## src/rtl/fetch_queue_if.sv

```systemverilog
// Bundle between the fetch queue, instruction memory, the ALU redirect path and decode.
// The queue side uses modport master; the environment (imem, ALU, decode) uses slave.
interface fetch_queue_if #(
    parameter int AW = 3
);
    logic [31:0] imem_addr;
    logic [31:0] imem_d0;
    logic [31:0] imem_d1;
    logic        jmp_en;
    logic [31:0] jmp_addr;
    logic [1:0]  take;
    logic [31:0] ins0;
    logic [31:0] ins1;
    logic [31:0] pc0;
    logic [31:0] pc1;
    logic        v0;
    logic        v1;
    logic [AW:0] count;
    logic        full;

    modport master (
        output imem_addr,
        input  imem_d0,
        input  imem_d1,
        input  jmp_en,
        input  jmp_addr,
        input  take,
        output ins0,
        output ins1,
        output pc0,
        output pc1,
        output v0,
        output v1,
        output count,
        output full
    );

    modport slave (
        input  imem_addr,
        output imem_d0,
        output imem_d1,
        output jmp_en,
        output jmp_addr,
        output take,
        input  ins0,
        input  ins1,
        input  pc0,
        input  pc1,
        input  v0,
        input  v1,
        input  count,
        input  full
    );
endinterface

```

## src/rtl/fetch_queue.sv

```systemverilog
// Instruction-fetch front end: fetches aligned pc/pc+1 pairs into a circular buffer
// and presents the two oldest entries to decode; an ALU redirect flushes and reloads pc.
module fetch_queue #(
    parameter int          DEPTH    = 8,
    parameter int          AW       = 3,
    parameter logic [31:0] RESET_PC = 32'h0
) (
    input logic          clk,
    input logic          rst,
    fetch_queue_if.master bus
);

    localparam logic [AW:0] DEPTH_C = (AW + 1)'(DEPTH);

    // Decode handshake: v0/v1 say how many head entries are valid; decode answers
    // the same cycle with take (0..2, 3 means 2) and entries leave at the next edge.
    // Taking more than is valid is clamped, so decode can never underflow the queue.

    logic [31:0]   pc;
    logic [AW-1:0] head;
    logic [AW-1:0] tail;
    logic [AW:0]   cnt;

    logic [31:0] instr [DEPTH];
    logic [31:0] tag   [DEPTH];

    logic [1:0]    take_c;
    logic [AW:0]   take_w;
    logic [AW:0]   pop;
    logic [AW:0]   after_pop;
    logic [AW+1:0] room_need;
    logic          push;
    logic [AW:0]   cnt_next;
    logic [AW-1:0] tail_p1;
    logic [AW-1:0] head_p1;

    always_comb begin
        take_c    = (bus.take == 2'd3) ? 2'd2 : bus.take;
        take_w    = (AW + 1)'(take_c);
        pop       = (take_w > cnt) ? cnt : take_w;
        after_pop = cnt - pop;
        room_need = {1'b0, after_pop} + (AW + 2)'(2);
        // Pairs go in whole: a single free slot stalls fetch rather than splitting.
        push      = !bus.jmp_en && (room_need <= {1'b0, DEPTH_C});
        cnt_next  = after_pop + (push ? (AW + 1)'(2) : '0);
        tail_p1   = tail + 1'b1;
        head_p1   = head + 1'b1;
    end

    always_ff @(posedge clk) begin
        if (!rst) begin
            pc   <= RESET_PC;
            head <= '0;
            tail <= '0;
            cnt  <= '0;
        end else if (bus.jmp_en) begin
            pc   <= bus.jmp_addr;
            head <= '0;
            tail <= '0;
            cnt  <= '0;
        end else begin
            head <= head + pop[AW-1:0];
            cnt  <= cnt_next;
            if (push) begin
                tail <= tail + AW'(2);
                pc   <= pc + 32'd2;
            end
        end
    end

    // Storage carries no reset; slots are only observable through the valid flags.
    always_ff @(posedge clk) begin
        if (rst && push) begin
            instr[tail]    <= bus.imem_d0;
            tag[tail]      <= pc;
            instr[tail_p1] <= bus.imem_d1;
            tag[tail_p1]   <= pc + 32'd1;
        end
    end

    always_comb begin
        bus.imem_addr = pc;
        bus.v0        = (cnt != '0);
        bus.v1        = (cnt >= (AW + 1)'(2));
        bus.ins0      = bus.v0 ? instr[head]    : 32'h0;
        bus.pc0       = bus.v0 ? tag[head]      : 32'h0;
        bus.ins1      = bus.v1 ? instr[head_p1] : 32'h0;
        bus.pc1       = bus.v1 ? tag[head_p1]   : 32'h0;
        bus.count     = cnt;
        bus.full      = (cnt == DEPTH_C);
    end

endmodule

```

## src/flat_wrapper.sv

```systemverilog
// flat-port wrapper written by rule: the top's interface ports become plain ports
module fetch_queue_flat 
#(
    parameter int          DEPTH    = 8,
    parameter int          AW       = 3,
    parameter logic [31:0] RESET_PC = 32'h0
)
  (clk, rst, bus_imem_addr, bus_imem_d0, bus_imem_d1, bus_jmp_en, bus_jmp_addr, bus_take, bus_ins0, bus_ins1, bus_pc0, bus_pc1, bus_v0, bus_v1, bus_count, bus_full);
  fetch_queue_if #(.AW(AW)) bus_i ();
  input logic clk;
  input logic rst;
  output wire logic [$bits(bus_i.imem_addr)-1:0] bus_imem_addr;
  input wire logic [$bits(bus_i.imem_d0)-1:0] bus_imem_d0;
  input wire logic [$bits(bus_i.imem_d1)-1:0] bus_imem_d1;
  input wire logic [$bits(bus_i.jmp_en)-1:0] bus_jmp_en;
  input wire logic [$bits(bus_i.jmp_addr)-1:0] bus_jmp_addr;
  input wire logic [$bits(bus_i.take)-1:0] bus_take;
  output wire logic [$bits(bus_i.ins0)-1:0] bus_ins0;
  output wire logic [$bits(bus_i.ins1)-1:0] bus_ins1;
  output wire logic [$bits(bus_i.pc0)-1:0] bus_pc0;
  output wire logic [$bits(bus_i.pc1)-1:0] bus_pc1;
  output wire logic [$bits(bus_i.v0)-1:0] bus_v0;
  output wire logic [$bits(bus_i.v1)-1:0] bus_v1;
  output wire logic [$bits(bus_i.count)-1:0] bus_count;
  output wire logic [$bits(bus_i.full)-1:0] bus_full;
  assign bus_imem_addr = bus_i.imem_addr;
  assign bus_i.imem_d0 = bus_imem_d0;
  assign bus_i.imem_d1 = bus_imem_d1;
  assign bus_i.jmp_en = bus_jmp_en;
  assign bus_i.jmp_addr = bus_jmp_addr;
  assign bus_i.take = bus_take;
  assign bus_ins0 = bus_i.ins0;
  assign bus_ins1 = bus_i.ins1;
  assign bus_pc0 = bus_i.pc0;
  assign bus_pc1 = bus_i.pc1;
  assign bus_v0 = bus_i.v0;
  assign bus_v1 = bus_i.v1;
  assign bus_count = bus_i.count;
  assign bus_full = bus_i.full;
  fetch_queue #(.DEPTH(DEPTH), .AW(AW), .RESET_PC(RESET_PC)) u_core (.clk(clk), .rst(rst), .bus(bus_i));
endmodule
```

## config.mk

```make
export PLATFORM = sky130hd
export DESIGN_NAME = fetch_queue_flat
export DESIGN_NICKNAME = d
export VERILOG_FILES = /design/src/rtl/fetch_queue_if.sv /design/src/rtl/fetch_queue.sv /design/src/flat_wrapper.sv
export SDC_FILE = /design/constraint.sdc
export NUM_CORES = 1
export LEC_CHECK = 0
export ABC_CLOCK_PERIOD_IN_PS = 20100
export CAP_MARGIN = 20
export CORE_MARGIN = 4
export CORE_UTILIZATION = 45
export DETAILED_ROUTE_END_ITERATION = 12
export DONT_BUFFER_PORTS = 1
export GPL_TIMING_DRIVEN = 0
export PLACE_DENSITY = 0.64
export SYNTH_ARGS = -nofsm -noshare
export SYNTH_HDL_FRONTEND = slang
export SYNTH_SLANG_ARGS = --single-unit
```

## constraint.sdc

```tcl
create_clock -name clk -period 20.1 [get_ports clk]
set_input_delay 6.03 -clock clk [delete_from_list [all_inputs] [get_ports clk]]
set_output_delay 6.03 -clock clk [all_outputs]
set_load 0.01 [all_outputs]
```

==> impl_metrics.ini <==
[sta]
hold_viol_final = 0
setup_violations = 0
slew_headroom_pct = 32.1
min_period_over_period_pct = 52.3
fin_crit_ps = 10520
max_freq_mhz = 95.1
report.final.slew_viol_count = 0
finalSetupTns_ps = 0
worstMarginPinSlew_ps = 1020
clock_skew_ps = 21.8
rsz0062_at_grt = no

[die]
rows = 88
die-area_um2 = 62200
ioPinCount = 268
core-area_um2 = 57700
die_width_um = 249
initial_core_util_pct = 45.5
die-height_um = 249

[clock_network]
clk_path_buf_depth = 3
post_cts_resized = 0
h-tree-depth = 2
tritoncts = done
clk_pin_slew_ps = 60
numClockSinks = 553
numCtsBuffers = 58
clock_latency_ps = 620
cts_setup_buffers = 0
hold_buffers = 0
cts-root-buf = clkbuf_16

[setup_path]
startpoint_type = input port
worst-path-stages = 17
critPathKind = in -> reg
regToRegStartpoint = u_core.bus.count[1]$_SDFF_PP0_
cp_slowest_cell = and3_4
worstSetupEndpointType = flip-flop
endpoint = u_core.instr[1][10]$_DFFE_PP_
cp_max_fo = 59
crit_path_cell_trace = clkbuf_1 -> ha_1 -> nor2b_1 -> o21ai_0 -> mux2i_1 -> ha_1 -> inv_1 -> fa_1 -> xnor2_1 -> ha_1 -> nand3b_1 -> a22o_1 -> o21a_4 -> buf_6 -> nor2_2 -> and3_4 -> buf_16
cp.required_ps = 20370
r2r_end = u_core.instr[1][10]$_DFFE_PP_
startpoint = bus_take[1]
rr_worst_depth = 17
crit_top_cell = ha_1
max_stage_delay_ps = 640
worst-r2r-setup-slack_ps = 14360
cp_num_buf_inv = 4
path_delay_family = simple AND/OR/NAND/NOR gates
cp.arrival_ps = 10790

[cells_and_area]
drive_gt1_share_pct = 25.4
fillers = 4702
fin_nets = 1747
postLayoutCoreUtil_pct = 51.2
syn_to_final_growth_pct = 12.6
diodes = 0

[yosys]
synth_seq_cells = 553
yosysWarnings = 0
netlist-cell-type-count = 46
synth_edf_count = 512
ys_seq_area_share_pct = 61.7
synth.area.top_cells = edfxtp_1 (59%), mux4_2 (22%), dfxtp_1 (3.1%), mux2i_1 (2.6%), nand2_1 (2.2%)
synth_top_area_share_pct = 58.6
synthCells = 1556
yosys-top-cells-count = edfxtp_1 (512), mux4_2 (256), nand2_1 (155)
synth_area_um2 = 26200
async_reset_ff_share_pct = 0
yosysMostFrequentCell = edfxtp_1
syn_nets = 1674
ys.flop_type = edfxtp_1
yosys.area.top_type = edfxtp_1
avgSynthCellArea_um2 = 16.9

[placed_design]
globalplace.congestion = 0.826
dp_hpwl_um = 48000
io_buffers = 0

[drt]
drtAntennaViolNets = 0
first_pass_iters = 7
drt-initial-drc-count = 1512
wl_per_cell_um = 28.9
via_per_inst = 6.18
vias = 15100
drc = 0
totalWireLength_um = 70600

[run]
maxCapViolCount = 0

[grt]
first_global_vias = 15800
overflow = 0
grt_pass1_wl_um = 105000
grt_max_degree = 61
gr-usage-all-layers_pct = 22.4
antenna_found_initial = 1

[outcome]
outcome = finished, final reports clean

[pwr]
ir_drop_v = 0.0000794
p_leak_nw = 9.07
pwr_density_cell_nw_per_um2 = 128

[min_path]
hold_path_class = reg -> reg
==> worst register-to-register path, cell delays in order, from the launching register on <==
cell	delay, ps
dfxtp_1	550
inv_1	120
ha_1	320
nor2b_1	140
o21ai_0	350
mux2i_1	490
ha_1	260
inv_1	60
fa_1	400
xnor2_1	280
ha_1	280
nand3b_1	170
a22o_1	220
o21a_4	160
buf_6	170
nor2_2	360
and3_4	640
buf_16	350
==> routing by layer <==
metal	GRT usage (%)	up-vias	share of wire, %
li1	-	6410	-
met1	29.7	7905	40
met2	36.6	676	49
met3	7.09	90	9.5
met4	5.32	0	2.2
met5	0	-	0
==> worst min path at each step <==
stage | to | start | cells after the start | slack (ps)
finish | u_core.tail[1]$_SDFFE_PP0P_ | u_core.tail[1]$_SDFFE_PP0P_ | 2 | 590
global route | u_core.tag[6][10]$_DFFE_PP_ | u_core.bus.imem_addr[10]$_SDFFE_PN0P_ | 0 | 610
CTS | u_core.tail[1]$_SDFFE_PP0P_ | u_core.tail[1]$_SDFFE_PP0P_ | 2 | 590
detailed placement | u_core.tail[1]$_SDFFE_PP0P_ | u_core.tail[1]$_SDFFE_PP0P_ | 2 | 580
global placement | u_core.tail[1]$_SDFFE_PP0P_ | u_core.tail[1]$_SDFFE_PP0P_ | 2 | 560
floorplan | u_core.tag[0][10]$_DFFE_PP_ | u_core.bus.imem_addr[10]$_SDFFE_PN0P_ | 0 | 530
==> cell type report <==
cell class	count	area [µm²]	share of cell area [%]
buffer	113	492	1.66
clock buffer	76	1620	5.49
clock inverter	32	407	1.38
inverter	13	48.8	0.165
multi-input combinational	877	9530	32.3
sequential	553	16200	54.8
tap	765	957	3.24
timing repair buffer	13	292	0.987
==> placed cells by master (no fill, tap or decap), drive strengths merged, types with 33 or more instances in the layout <==
master,synthesis,final
dfxtp,41,41
o21ai,33,33
xnor2,45,45
mux4,256,256
edfxtp,512,512
a21oi,92,92
nand2,155,155
nor2,89,89
clkbuf,58,134
mux2i,67,67
buf,55,68
==> power by group <==
part / leakage (nW) / internal, mW / switching [mW] / total, mW
Combinational: 3.07 / 0.398 / 0.748 / 1.15
Clock: 0.987 / 0.693 / 0.445 / 1.14
Sequential: 5.01 / 1.41 / 0.0747 / 1.48
==> registers in the layout, indices dropped and copies added (netlist names) <==
register and count:
u_core.bus.imem_addr 32, u_core.head 3, u_core.tag 256, u_core.bus.count 4
u_core.tail 2, u_core.instr 256
==> cells by family after synthesis <==
logic type | synth area share (%)
AOI/OAI and AO/OA | 2.67
xor gates and xnor gates | 2.14
adders and majority gates | 0.868
buffers and inverters | 2.06
DFF | 61.7
muxes | 24.5
and+or+nand+nor | 6.00
==> metrics by stage <==
step | hold WS, ps | power, mW | setup slack (ps) | cell area (µm²) | cells
final | 590 | 3.77 | 9580 | 29500 | 2442
after global routing | 614 | 3.94 | 9260 | 29500 | 2442
after CTS | 594 | 3.80 | 9660 | 29500 | 2441
after detailed placement | 581 | 2.66 | 9010 | 27500 | 2333
after global placement | 555 | 2.64 | 4810 | 27200 | 2321
after floorplan | 535 | 2.28 | 7480 | 26200 | 1556
(Power assumes the default switching activity.)
